$ cat config.mk
export PLATFORM = sky130hd
export DESIGN_NAME = fir_dac_return_flat
export DESIGN_NICKNAME = d
export VERILOG_FILES = /design/src/rtl/fir_dac_return_if.sv /design/src/rtl/fir_dac_return.sv /design/src/flat_wrapper.sv
export SDC_FILE = /design/constraint.sdc
export NUM_CORES = 1
export LEC_CHECK = 0
export CORE_ASPECT_RATIO = 0.75
export CORE_MARGIN = 3
export CORE_UTILIZATION = 25
export DETAILED_ROUTE_END_ITERATION = 8
export PLACE_DENSITY = 0.44
export SYNTH_ARGS = -nofsm -noshare
export SYNTH_HDL_FRONTEND = slang
export SYNTH_SLANG_ARGS = --single-unit
$ cat constraint.sdc
create_clock -name clk_clk -period 4.6 [get_ports clk_clk]
set_clock_uncertainty 0.15 [all_clocks]
set_input_delay 0.92 -clock clk_clk [delete_from_list [all_inputs] [get_ports clk_clk]]
set_output_delay 0.92 -clock clk_clk [all_outputs]
set_load 0.005 [all_outputs]
$ cat src/rtl/fir_dac_return_if.sv
// Stream bundle between the stereo FIR outputs, the return block and the audio core DAC inputs.
// The slave side is the return block; the master side is whatever drives FIR results and DAC ready.
interface fir_dac_return_if;
   logic [31:0] fir_left_output_data;
   logic        fir_left_output_valid;
   logic [1:0]  fir_left_output_error;
   logic [31:0] fir_right_output_data;
   logic        fir_right_output_valid;
   logic [1:0]  fir_right_output_error;
   logic [31:0] left_input_data;
   logic        left_input_valid;
   logic        left_input_ready;
   logic [31:0] right_input_data;
   logic        right_input_valid;
   logic        right_input_ready;

   modport master (
      output fir_left_output_data, fir_left_output_valid, fir_left_output_error,
      output fir_right_output_data, fir_right_output_valid, fir_right_output_error,
      output left_input_ready, right_input_ready,
      input  left_input_data, left_input_valid, right_input_data, right_input_valid
   );

   modport slave (
      input  fir_left_output_data, fir_left_output_valid, fir_left_output_error,
      input  fir_right_output_data, fir_right_output_valid, fir_right_output_error,
      input  left_input_ready, right_input_ready,
      output left_input_data, left_input_valid, right_input_data, right_input_valid
   );
endinterface

$ cat src/rtl/fir_dac_return.sv
// FIR-to-DAC return path: round/shift/saturate per channel into a FWFT FIFO, 1-clock push-to-valid latency.
// FIR side has no backpressure: samples arriving at a full FIFO without a same-cycle pop are dropped and counted.
module fir_dac_chan #(
   parameter int DEPTH = 8,
   parameter int SHIFT = 15,
   parameter int AUD_W = 16
) (
   input  logic        clk_i,
   input  logic        rst_i,
   input  logic        clr_i,
   input  logic        fir_vld_i,
   input  logic [31:0] fir_dat_i,
   input  logic [1:0]  fir_err_i,
   output logic        out_vld_o,
   output logic [31:0] out_dat_o,
   input  logic        out_rdy_i,
   output logic [15:0] drop_cnt_o,
   output logic        err_o,
   output logic        sat_o
);
   localparam int PW = $clog2(DEPTH);
   localparam int CW = PW + 1;
   localparam logic signed [32:0] RND  = (33'sd1 <<< SHIFT) >>> 1;
   localparam logic signed [32:0] MAXV = (33'sd1 <<< (AUD_W - 1)) - 33'sd1;
   localparam logic signed [32:0] MINV = -MAXV - 33'sd1;

   logic signed [32:0] rnd_sum, shifted;
   logic               over, under, bad;
   logic [31:0]        sample;

   logic [31:0]   mem_q [DEPTH];
   logic [PW-1:0] rd_q, rd_d, wr_q, wr_d;
   logic [CW-1:0] cnt_q, cnt_d;
   logic [15:0]   drop_q, drop_d;
   logic          err_q, err_d, sat_q, sat_d;
   logic          pop, push, drop, full;

   // Sign-extended to 33 bits so the rounding add can never wrap.
   always_comb begin
      rnd_sum = $signed({fir_dat_i[31], fir_dat_i}) + RND;
      shifted = rnd_sum >>> SHIFT;
      over    = shifted > MAXV;
      under   = shifted < MINV;
      bad     = fir_err_i != 2'b00;
      if (bad)        sample = '0;
      else if (over)  sample = MAXV[31:0];
      else if (under) sample = MINV[31:0];
      else            sample = shifted[31:0];
   end

   assign full = cnt_q == CW'(DEPTH);
   assign pop  = (cnt_q != '0) && out_rdy_i;
   assign push = fir_vld_i && (!full || pop);
   assign drop = fir_vld_i && full && !pop;

   always_comb begin
      rd_d  = rd_q;
      wr_d  = wr_q;
      cnt_d = cnt_q;
      if (pop) begin
         rd_d  = rd_q + PW'(1);
         cnt_d = cnt_d - CW'(1);
      end
      if (push) begin
         wr_d  = wr_q + PW'(1);
         cnt_d = cnt_d + CW'(1);
      end
      drop_d = drop_q;
      err_d  = err_q;
      sat_d  = sat_q;
      if (clr_i) begin
         drop_d = '0;
         err_d  = 1'b0;
         sat_d  = 1'b0;
      end else begin
         if (drop && drop_q != 16'hFFFF) drop_d = drop_q + 16'd1;
         if (fir_vld_i && bad)                   err_d = 1'b1;
         if (fir_vld_i && !bad && (over || under)) sat_d = 1'b1;
      end
   end

   always_ff @(posedge clk_i) begin
      if (rst_i) begin
         rd_q   <= '0;
         wr_q   <= '0;
         cnt_q  <= '0;
         drop_q <= '0;
         err_q  <= 1'b0;
         sat_q  <= 1'b0;
      end else begin
         rd_q   <= rd_d;
         wr_q   <= wr_d;
         cnt_q  <= cnt_d;
         drop_q <= drop_d;
         err_q  <= err_d;
         sat_q  <= sat_d;
      end
   end

   // Storage needs no reset: the head is masked to zero whenever the FIFO is empty.
   always_ff @(posedge clk_i) begin
      if (push) mem_q[wr_q] <= sample;
   end

   assign out_vld_o  = cnt_q != '0;
   assign out_dat_o  = out_vld_o ? mem_q[rd_q] : '0;
   assign drop_cnt_o = drop_q;
   assign err_o      = err_q;
   assign sat_o      = sat_q;
endmodule

module fir_dac_return #(
   parameter int DEPTH = 8,
   parameter int SHIFT = 15,
   parameter int AUD_W = 16
) (
   input  logic               clk_clk,
   input  logic               reset_reset,
   fir_dac_return_if.slave    bus,
   input  logic               clear_status,
   output logic [15:0]        left_drop_cnt,
   output logic [15:0]        right_drop_cnt,
   output logic [1:0]         err_sticky,
   output logic [1:0]         sat_sticky
);
   logic l_err, r_err, l_sat, r_sat;

   fir_dac_chan #(.DEPTH(DEPTH), .SHIFT(SHIFT), .AUD_W(AUD_W)) u_left (
      .clk_i      (clk_clk),
      .rst_i      (reset_reset),
      .clr_i      (clear_status),
      .fir_vld_i  (bus.fir_left_output_valid),
      .fir_dat_i  (bus.fir_left_output_data),
      .fir_err_i  (bus.fir_left_output_error),
      .out_vld_o  (bus.left_input_valid),
      .out_dat_o  (bus.left_input_data),
      .out_rdy_i  (bus.left_input_ready),
      .drop_cnt_o (left_drop_cnt),
      .err_o      (l_err),
      .sat_o      (l_sat)
   );

   fir_dac_chan #(.DEPTH(DEPTH), .SHIFT(SHIFT), .AUD_W(AUD_W)) u_right (
      .clk_i      (clk_clk),
      .rst_i      (reset_reset),
      .clr_i      (clear_status),
      .fir_vld_i  (bus.fir_right_output_valid),
      .fir_dat_i  (bus.fir_right_output_data),
      .fir_err_i  (bus.fir_right_output_error),
      .out_vld_o  (bus.right_input_valid),
      .out_dat_o  (bus.right_input_data),
      .out_rdy_i  (bus.right_input_ready),
      .drop_cnt_o (right_drop_cnt),
      .err_o      (r_err),
      .sat_o      (r_sat)
   );

   assign err_sticky = {r_err, l_err};
   assign sat_sticky = {r_sat, l_sat};
endmodule

$ cat src/flat_wrapper.sv
// flat-port wrapper written by rule: the top's interface ports become plain ports
module fir_dac_return_flat 
#(
   parameter int DEPTH = 8,
   parameter int SHIFT = 15,
   parameter int AUD_W = 16
)
  (clk_clk, reset_reset, clear_status, left_drop_cnt, right_drop_cnt, err_sticky, sat_sticky, bus_fir_left_output_data, bus_fir_left_output_valid, bus_fir_left_output_error, bus_fir_right_output_data, bus_fir_right_output_valid, bus_fir_right_output_error, bus_left_input_ready, bus_right_input_ready, bus_left_input_data, bus_left_input_valid, bus_right_input_data, bus_right_input_valid);
  fir_dac_return_if bus_i ();
  input  logic clk_clk;
  input  logic reset_reset;
  input  logic clear_status;
  output logic [15:0] left_drop_cnt;
  output logic [15:0] right_drop_cnt;
  output logic [1:0] err_sticky;
  output logic [1:0] sat_sticky;
  input wire logic [$bits(bus_i.fir_left_output_data)-1:0] bus_fir_left_output_data;
  input wire logic [$bits(bus_i.fir_left_output_valid)-1:0] bus_fir_left_output_valid;
  input wire logic [$bits(bus_i.fir_left_output_error)-1:0] bus_fir_left_output_error;
  input wire logic [$bits(bus_i.fir_right_output_data)-1:0] bus_fir_right_output_data;
  input wire logic [$bits(bus_i.fir_right_output_valid)-1:0] bus_fir_right_output_valid;
  input wire logic [$bits(bus_i.fir_right_output_error)-1:0] bus_fir_right_output_error;
  input wire logic [$bits(bus_i.left_input_ready)-1:0] bus_left_input_ready;
  input wire logic [$bits(bus_i.right_input_ready)-1:0] bus_right_input_ready;
  output wire logic [$bits(bus_i.left_input_data)-1:0] bus_left_input_data;
  output wire logic [$bits(bus_i.left_input_valid)-1:0] bus_left_input_valid;
  output wire logic [$bits(bus_i.right_input_data)-1:0] bus_right_input_data;
  output wire logic [$bits(bus_i.right_input_valid)-1:0] bus_right_input_valid;
  assign bus_i.fir_left_output_data = bus_fir_left_output_data;
  assign bus_i.fir_left_output_valid = bus_fir_left_output_valid;
  assign bus_i.fir_left_output_error = bus_fir_left_output_error;
  assign bus_i.fir_right_output_data = bus_fir_right_output_data;
  assign bus_i.fir_right_output_valid = bus_fir_right_output_valid;
  assign bus_i.fir_right_output_error = bus_fir_right_output_error;
  assign bus_i.left_input_ready = bus_left_input_ready;
  assign bus_i.right_input_ready = bus_right_input_ready;
  assign bus_left_input_data = bus_i.left_input_data;
  assign bus_left_input_valid = bus_i.left_input_valid;
  assign bus_right_input_data = bus_i.right_input_data;
  assign bus_right_input_valid = bus_i.right_input_valid;
  fir_dac_return #(.DEPTH(DEPTH), .SHIFT(SHIFT), .AUD_W(AUD_W)) u_core (.clk_clk(clk_clk), .reset_reset(reset_reset), .bus(bus_i), .clear_status(clear_status), .left_drop_cnt(left_drop_cnt), .right_drop_cnt(right_drop_cnt), .err_sticky(err_sticky), .sat_sticky(sat_sticky));
endmodule
* After elaboration in Yosys (flattened, before gate mapping)
Memory sizes are Yosys's and may differ from the RTL's. A register that Yosys moved wholly into a read port is not among the register bits.
Index checks and enable logic that the tools add are counted.
** Word-level totals
- Input port bits :: 75
- Register bits :: 56
- Output and inout bits :: 102
- Word-level logic and storage cells :: 85
- Memories :: 2
- RAM bits :: 512
** Memories
- u_core.u_left.mem_q :: words 8, width 32, rd ports 1, clocked after memory_dff 1, write ports 1, line fir_dac_return.sv:31 : logic [31:0] mem_q [DEPTH];
- u_core.u_right.mem_q :: words 8, width 32, rd ports 1, clocked after memory_dff 1, write ports 1, line fir_dac_return.sv:31
** Operators by class
- Reductions and logical operators :: 31
- Equality and inequality tests :: 4
- Mux-type cells :: 20
- Magnitude comparators :: 4
- Add/subtract/negate cells :: 12
** Operators by type and width (number)
- 32-bit 2-to-1 mux :: 8
- 32-bit by 16-bit adder with 33-bit output, second input constant :: 2
- 18-bit by 16-bit greater-than comparator with 1-bit output, second input constant :: 2
- 18-bit by 16-bit less-than comparator with 1-bit output, second input constant :: 2
- 16-bit by 1-bit adder with 16-bit output, second input constant :: 2
- 16-bit inequality test, second input constant :: 2
- 1-bit logical AND :: 16
- 4-bit 2-to-1 mux :: 4
- 3-bit by 1-bit adder with 3-bit output, second input constant :: 4
- 3-bit 2-to-1 mux :: 4
- 4-bit by 1-bit adder with 4-bit output, second input constant :: 2
- 4-bit == test, second input constant :: 2
- 4-bit nonzero test :: 2
- 4-bit by 1-bit subtractor with 4-bit output, second input constant :: 2
- 1-bit logical NOT :: 6
- 1-bit logical OR :: 4
- 1-bit 2-to-1 mux :: 4
- 2-bit nonzero test :: 2
- 2-bit OR reduction :: 1

* Depth between registers and ports, before layout
Gate-level depths: netlist of the first run.
- Word-level depth :: 6
- Mapped depth :: 13
- Depth with buffers taken out :: 11

* Cells and area by module
Synthesis of the first run repeated with hierarchy kept, for this count alone.
** Unflattened totals
- Cell total of the unflattened synthesis :: 1036
- Area, all modules :: 15412.3 um^2
** Modules (own cells, without submodules)
- fir_dac_chan (u_core.u_left) :: sequential area each 4944.7 um^2, instances 1, area each 7763.7 um^2, cells each 525
- fir_dac_chan (u_core.u_right) :: sequential area each 4944.7 um^2, instances 1, area each 7618.6 um^2, cells each 507
- fir_dac_return :: sequential area each 0.0 um^2, instances 1, area each 30.0 um^2, cells each 4

* Least setup slack after synthesis of the first run
Ideal clock, no wire load.
- Path type :: input to register
- Start point :: in bus_right_input_ready
- End point :: mem u_core.u_right.mem_q[2][0], enable pin
- Path buffers :: 0
- Library setup time :: 446 ps
- Slack :: 639 ps
- Stages on the path :: 3
- Data required time :: 4004 ps
- Arrival :: 3365 ps
- Cell sequence :: and4bb_1 > nand2b_1 > nor4b_1
** Between the ends
- Cells in the longest elaborated chain, start to end :: 5
** Ends and longest elaborated chain
- start: declaration :: line flat_wrapper.sv:24 : input wire logic [$bits(bus_i.right_input_ready)-1:0] bus_right_input_ready;
- 1-bit logical AND :: line fir_dac_return.sv:52 : assign pop = (cnt_q != '0) && out_rdy_i;
- 1-bit logical OR :: line fir_dac_return.sv:53 : assign push = fir_vld_i && (!full || pop);
- 1-bit logical AND :: line fir_dac_return.sv:53
- 1-bit 2-to-1 mux :: line fir_dac_return.sv:102 : if (push) mem_q[wr_q] <= sample;
- 1-bit 2-to-1 mux (not written as such) :: line fir_dac_return.sv:102
- end: declaration :: line fir_dac_return.sv:31
No other way between the ends.

==> run metrics, run 1 <==
R2R Setup Slk=about 1.8 ns; Root Buffer=clkbuf_16; number of setup buffers added after CTS=0; FF+latch count, synth=350; clock-pin slew on the worst setup and hold paths=0.06 ns; drt drc=0; Sinks on Clock Net=between 300 and 400; all-layer global routing usage=11.8%; Avg WL per Cell=between 15 and 20 um; total CTS buffers=39; HPWL after DPL=about 26 mm; max-cap violation count=0; deepest clock path buffer count=3; CTS Hold Buffers Added=0; Worst R2R Path Depth=11; end of the critical path=bus_left_input_data[18]; I/O pin count=177; Leak=0.00619 uW; library cells used by synthesis=65; WP data arrival=slightly above 3 ns; reg2reg end=u_core.u_left.cnt_q[2]; Clock Latency Late Sink=between 0.5 and 0.6 ns; peak supply drop=271 uV; status=complete, no violations; Mean Syn Cell Area=14.5 um^2; Crit Path Category=reg -> out; Reg2Reg Launch Point=u_core.u_left.cnt_q[0]; Crit. End Element=output pin; die footprint=roughly 0.065 mm^2; Yosys top cell by area=edfxtp_1; Async SR Flop Fraction=0%; first-pass GRT wire length=59.1 mm; Seq/Total Area, Yosys=63.5%; Die W=294 um; Peak Freq=about 0.24 GHz; H-tree depth=2; grt ovf=0; Slew headroom=between 30% and 40%; largest net degree at the start of global routing=37; fin nets=1,328; starting density of the core=between 20% and 30%; routed wire length=38.5 mm; EDFF count, synth=~290; antenna violations before repair=0; Power, Total=~9400 uW; via count=about 9.3k; port buffer count=roughly 150; hold_ws=between 0.3 and 0.4 ns; First-pass DRT Iterations=5; share of layout cells above drive strength 1=roughly 18%; P&R area growth vs syn=24.5%; Final Cycle Share=between 90% and 100%; Finish-stage setup viols=0; synth top area cells=edfxtp_1 (56%), mux4_2 (10%), dfxtp_1 (8.0%); post-synthesis cell count=1,074; DR vias/cell=between 4 and 5; Fin Setup TNS=0 ns; PD cells=around 480 mW/mm^2; num rows=78; area share of the largest cell type after synthesis=between 50 and 60%; DIE HEIGHT=between 200 and 250 um; core region area=approximately 0.06 mm^2; final count of pins violating max slew=0; count leader, synth=edfxtp_1; post_cts resized=0; Main synth FF type=edfxtp_1; Setup crit start kind=register; Syn Std Cell Area=around 0.016 mm^2; final hold violations=0; Hold Path Class=reg -> reg; unrepaired setup endpoints after global routing=no; worst endpoint required time=3.53 ns; top post-synthesis cells by count=edfxtp_1 (288), nor2_1 (105), mux4_2 (72), dfxtp_1 (62), nand2_1 (60); TritonCTS clock tree=yes; syn_nets=~1.2k; fin crit period=around 4.2 ns; Synth warnings=0; GPL Wtd Cong=about 0.85; worst slew pin tran=slightly above 1 ns; Diodes inserted=0; vias in the first global route=~9.6k; DRT iter0 DRCs=686; Final ANT Viol Nets=0; Worst Path Max Fanout=16
[placed cells by master, fill, tap and decap left out, types with 5 or more instances in the layout]
master and instances:
edfxtp_1 288, clkdlybuf4s50_1 148, nor2_1 101, mux4_2 72
nand2_1 60, dfxtp_1 60, buf_4 57, xnor2_1 43
mux2i_1 42, clkbuf_16 39, a21oi_1 29, nand3_1 28
nand2b_1 23, a31oi_1 22, nor3_1 18, nand4_1 16
ha_1 16, inv_1 15, xor2_1 13, o21ai_0 11
nor4_1 10, or3_1 10, clkbuf_1 10, and4_1 9
nor3_2 9, and3_1 7, o21a_1 6, a211oi_1 6
or2_2 5, nor2b_1 5, clkinv_2 5
[metal layers]
metal	track usage (%)	routed length, um	up-vias
met4	3.04	662	0
met1	18.0	19900	4693
li1	-	-	4408
met2	17.1	16300	200
met5	0	0	-
met3	2.22	1670	47
[how the worst min path moves through the flow]
stage / startpoint / end / slack, ns / cells after the start
final: u_core.u_right.err_o / u_core.u_right.err_o / 0.33 / 2
after global routing: u_core.u_right.err_o / u_core.u_right.err_o / 0.35 / 2
after CTS: u_core.u_right.rd_q[1] / u_core.u_right.rd_q[1] / 0.34 / 2
after detailed placement: u_core.u_right.err_o / u_core.u_right.err_o / 0.33 / 2
after global placement: u_core.u_right.err_o / u_core.u_right.err_o / 0.32 / 2
after floorplan: u_core.u_left.err_o / u_core.u_left.err_o / 0.29 / 2
[area by class of cell]
class                   count  area, um^2
clock buffers              49        1010
well taps                 800        1000
fillers                  6010       41600
repair buffers            207        1950
clock inverters            20         233
inverters                  16        60.1
flip-flops and latches    350        9890
multi-input cells         623        5230
[sequential cells by signal (all words and copies together) (netlist names), named ones only]
| register | flops |
|---|---|
| u_core.u_left.cnt_q | 4 |
| u_core.u_left.drop_cnt_o | 16 |
| u_core.u_left.err_o | 1 |
| u_core.u_left.mem_q | 144 |
| u_core.u_left.rd_q | 3 |
| u_core.u_left.sat_o | 1 |
| u_core.u_left.wr_q | 3 |
| u_core.u_right.cnt_q | 4 |
| u_core.u_right.drop_cnt_o | 16 |
| u_core.u_right.err_o | 1 |
| u_core.u_right.mem_q | 144 |
| u_core.u_right.rd_q | 3 |
| u_core.u_right.sat_o | 1 |
| u_core.u_right.wr_q | 3 |
[where the power goes]
part           leakage, uW  internal [uW]  total, uW  switching [uW]
logic              0.00239           1420       2630            1210
clock network     0.000598           1800       3040            1240
registers          0.00320           3600       3700             108
total              0.00619           6820       9370            2560
[metrics by stage]
step / setup slack [ns] / cell area [um^2] / utilization [%] / cells
6_report: 0.417 / 19400 / 31.8 / 2065
2_1_floorplan: 0.639 / 15600 / - / 1074
4_1_cts: 0.296 / 19400 / 31.8 / 2065
3_3_place_gp: 0.273 / 18100 / 29.7 / 1996
5_1_grt: 0.142 / 19400 / 31.8 / 2065
3_5_place_dp: 0.212 / 18100 / 29.7 / 1996
[worst max-delay path: stages, from the launching register on]
cell	delay [ns]
dfxtp_2	0.72
mux4_2	0.34
mux2i_1	0.07
nor2_1	0.77
clkdlybuf4s50_1	0.67
[kinds of logic (layout without fill, tap and decap cells)]
kind of cell               Yosys count  in the layout  share of synthesized area (%)
DFF                                350            350                           63.5
buffers and inverters              101            292                           3.33
AOI/OAI and AO/OA                  102            102                           4.37
xor gates and xnor gates            57             57                           3.26
and+or+nand+nor                    333            333                           11.0
muxes                              115            115                           13.2
adders and majority gates           16             16                           1.29
Power figures use the tool's default switching activity.
==> run 2, diff against run 1 <==
MAX_ROUTING_LAYER = met4   (was not set)
==> run metrics, run 2 (same netlist as run 1, synthesis figures left out) <==
final count of pins violating max slew=0 (unchanged); First-pass DRT Iterations=5 (unchanged); Final Cycle Share=90.9% (about the same); HPWL after DPL=25.8 mm (unchanged); Crit. End Element=output pin; Finish-stage setup viols=0 (unchanged); status=complete, no violations; largest net degree at the start of global routing=37 (unchanged); I/O pin count=177 (unchanged); DIE HEIGHT=222 um (unchanged); antenna violations before repair=0 (unchanged); total CTS buffers=39 (unchanged); worst endpoint required time=3.53 ns (about the same); Final ANT Viol Nets=0 (unchanged); first-pass GRT wire length=59.1 mm (about the same); Clock Latency Late Sink=0.53 ns (about the same); vias in the first global route=9,558 (-0.094%); die footprint=0.0653 mm^2 (unchanged); Leak=0.00619 uW (unchanged); number of setup buffers added after CTS=0 (unchanged); worst hold path depth=2 (unchanged); Avg WL per Cell=18.7 um (+0.22%); Setup crit start kind=register; Crit Path Category=reg -> out; Hold Path Class=reg -> reg; DRT iter0 DRCs=766 (+12%); worst slew pin tran=1.02 ns (-0.00000456 ns); P&R area growth vs syn=24.5% (unchanged); GPL Wtd Cong=0.866 (+1.6%); fin nets=1,328 (unchanged); Fin Setup TNS=0 ns (unchanged); Sinks on Clock Net=350 (unchanged); final hold violations=0 (unchanged); Die W=294 um (unchanged); most common cell after layout, fill and taps aside=edfxtp_1; Worst R2R Path Depth=11 (unchanged); Filler cells=6,010 (unchanged); pre-CTS setup slack=0.212 ns (unchanged); H-tree depth=2 (unchanged); Setup WS post-layout=0.419 ns (+0.00233 ns); core region area=0.0610 mm^2 (unchanged); all-layer global routing usage=12.2% (+0.36 points); Worst Path Max Fanout=16 (unchanged); max-cap violation count=0 (unchanged); via count=9,378 (+0.32%); drt drc=0 (unchanged); deepest clock path buffer count=3 (unchanged); Slew headroom=31.8% (about the same); peak supply drop=272 uV (+0.37%); Diodes inserted=0 (unchanged); share of layout cells above drive strength 1=17.9% (unchanged); starting density of the core=25.5% (unchanged); fin crit period=4.18 ns (-0.00233 ns); top flop regs=u_core.u_left.mem_q: 144 flops, u_core.u_right.mem_q: 144 flops; grt ovf=0 (unchanged); most frequent cells in the layout=edfxtp_1 (288), clkdlybuf4s50_1 (148), nor2_1 (101); clock-pin slew on the worst setup and hold paths=0.06 ns (about the same); Peak Freq=0.239 GHz (about the same); unrepaired setup endpoints after global routing=no; routed wire length=38.6 mm (+0.22%); TritonCTS clock tree=yes; PD cells=484 mW/mm^2 (about the same); post_cts resized=0 (unchanged); DR vias/cell=4.54 (+0.32%); CTS Hold Buffers Added=0 (unchanged); port buffer count=148 (unchanged); WP data arrival=3.11 ns (about the same); Root Buffer=clkbuf_16; num rows=78 (unchanged)
-- run 2: cell counts in the layout (fill, tap and decap cells not counted) --
Identical to the previous run, type by type.
-- run 2: worst max-delay path: stages, from the launching register on --
cell and delay, ns:
dfxtp_2 0.72, mux4_2 0.34, mux2i_1 0.07, nor2_1 0.77
clkdlybuf4s50_1 0.67
-- run 2: power breakdown --
part           leakage [uW]  switching (uW)  internal (uW)
clock              0.000598            1240           1800
combinational       0.00239            1210           1420
sequential          0.00320             108           3600
-- run 2: path summary, 6_finish.rpt --
check                                            start                      end  slack, ns
worst min register to register    u_core.u_right.err_o     u_core.u_right.err_o       0.33
worst min-delay path              u_core.u_right.err_o     u_core.u_right.err_o       0.33
worst max register to register  u_core.u_left.cnt_q[0]   u_core.u_left.cnt_q[2]       1.76
worst max-delay path                          register  bus_left_input_data[18]       0.42
-- run 2: cell type report --
cell class / count / area, um^2 / area share [%]
well taps: 800 / 1000 / 5.16
flip-flops and latches: 350 / 9890 / 51.0
clock buffers: 49 / 1010 / 5.23
repair buffers: 207 / 1950 / 10.1
clock inverters: 20 / 233 / 1.20
inverters: 16 / 60.1 / 0.310
multi-input cells: 623 / 5230 / 27.0
-- run 2: metal layers --
layer	GRT usage (%)	up-vias	part of all wire, %
li1	-	4403	-
met1	18.1	4732	52
met2	17.1	193	42
met3	2.11	50	4.1
met4	3.04	0	1.7
met5	-	-	0
-- run 2: stage by stage --
step | area [um^2] | hold WS, ns | instances | utilization, % | total power [uW]
2_1_floorplan | 15600 | 0.288 | 1074 | - | 5340
3_3_place_gp | 18100 | 0.325 | 1996 | 29.7 | 6460
3_5_place_dp | 18100 | 0.328 | 1996 | 29.7 | 6480
4_1_cts | 19400 | 0.341 | 2065 | 31.8 | 9580
5_1_grt | 19400 | 0.354 | 2065 | 31.8 | 9910
6_report | 19400 | 0.333 | 2065 | 31.8 | 9380
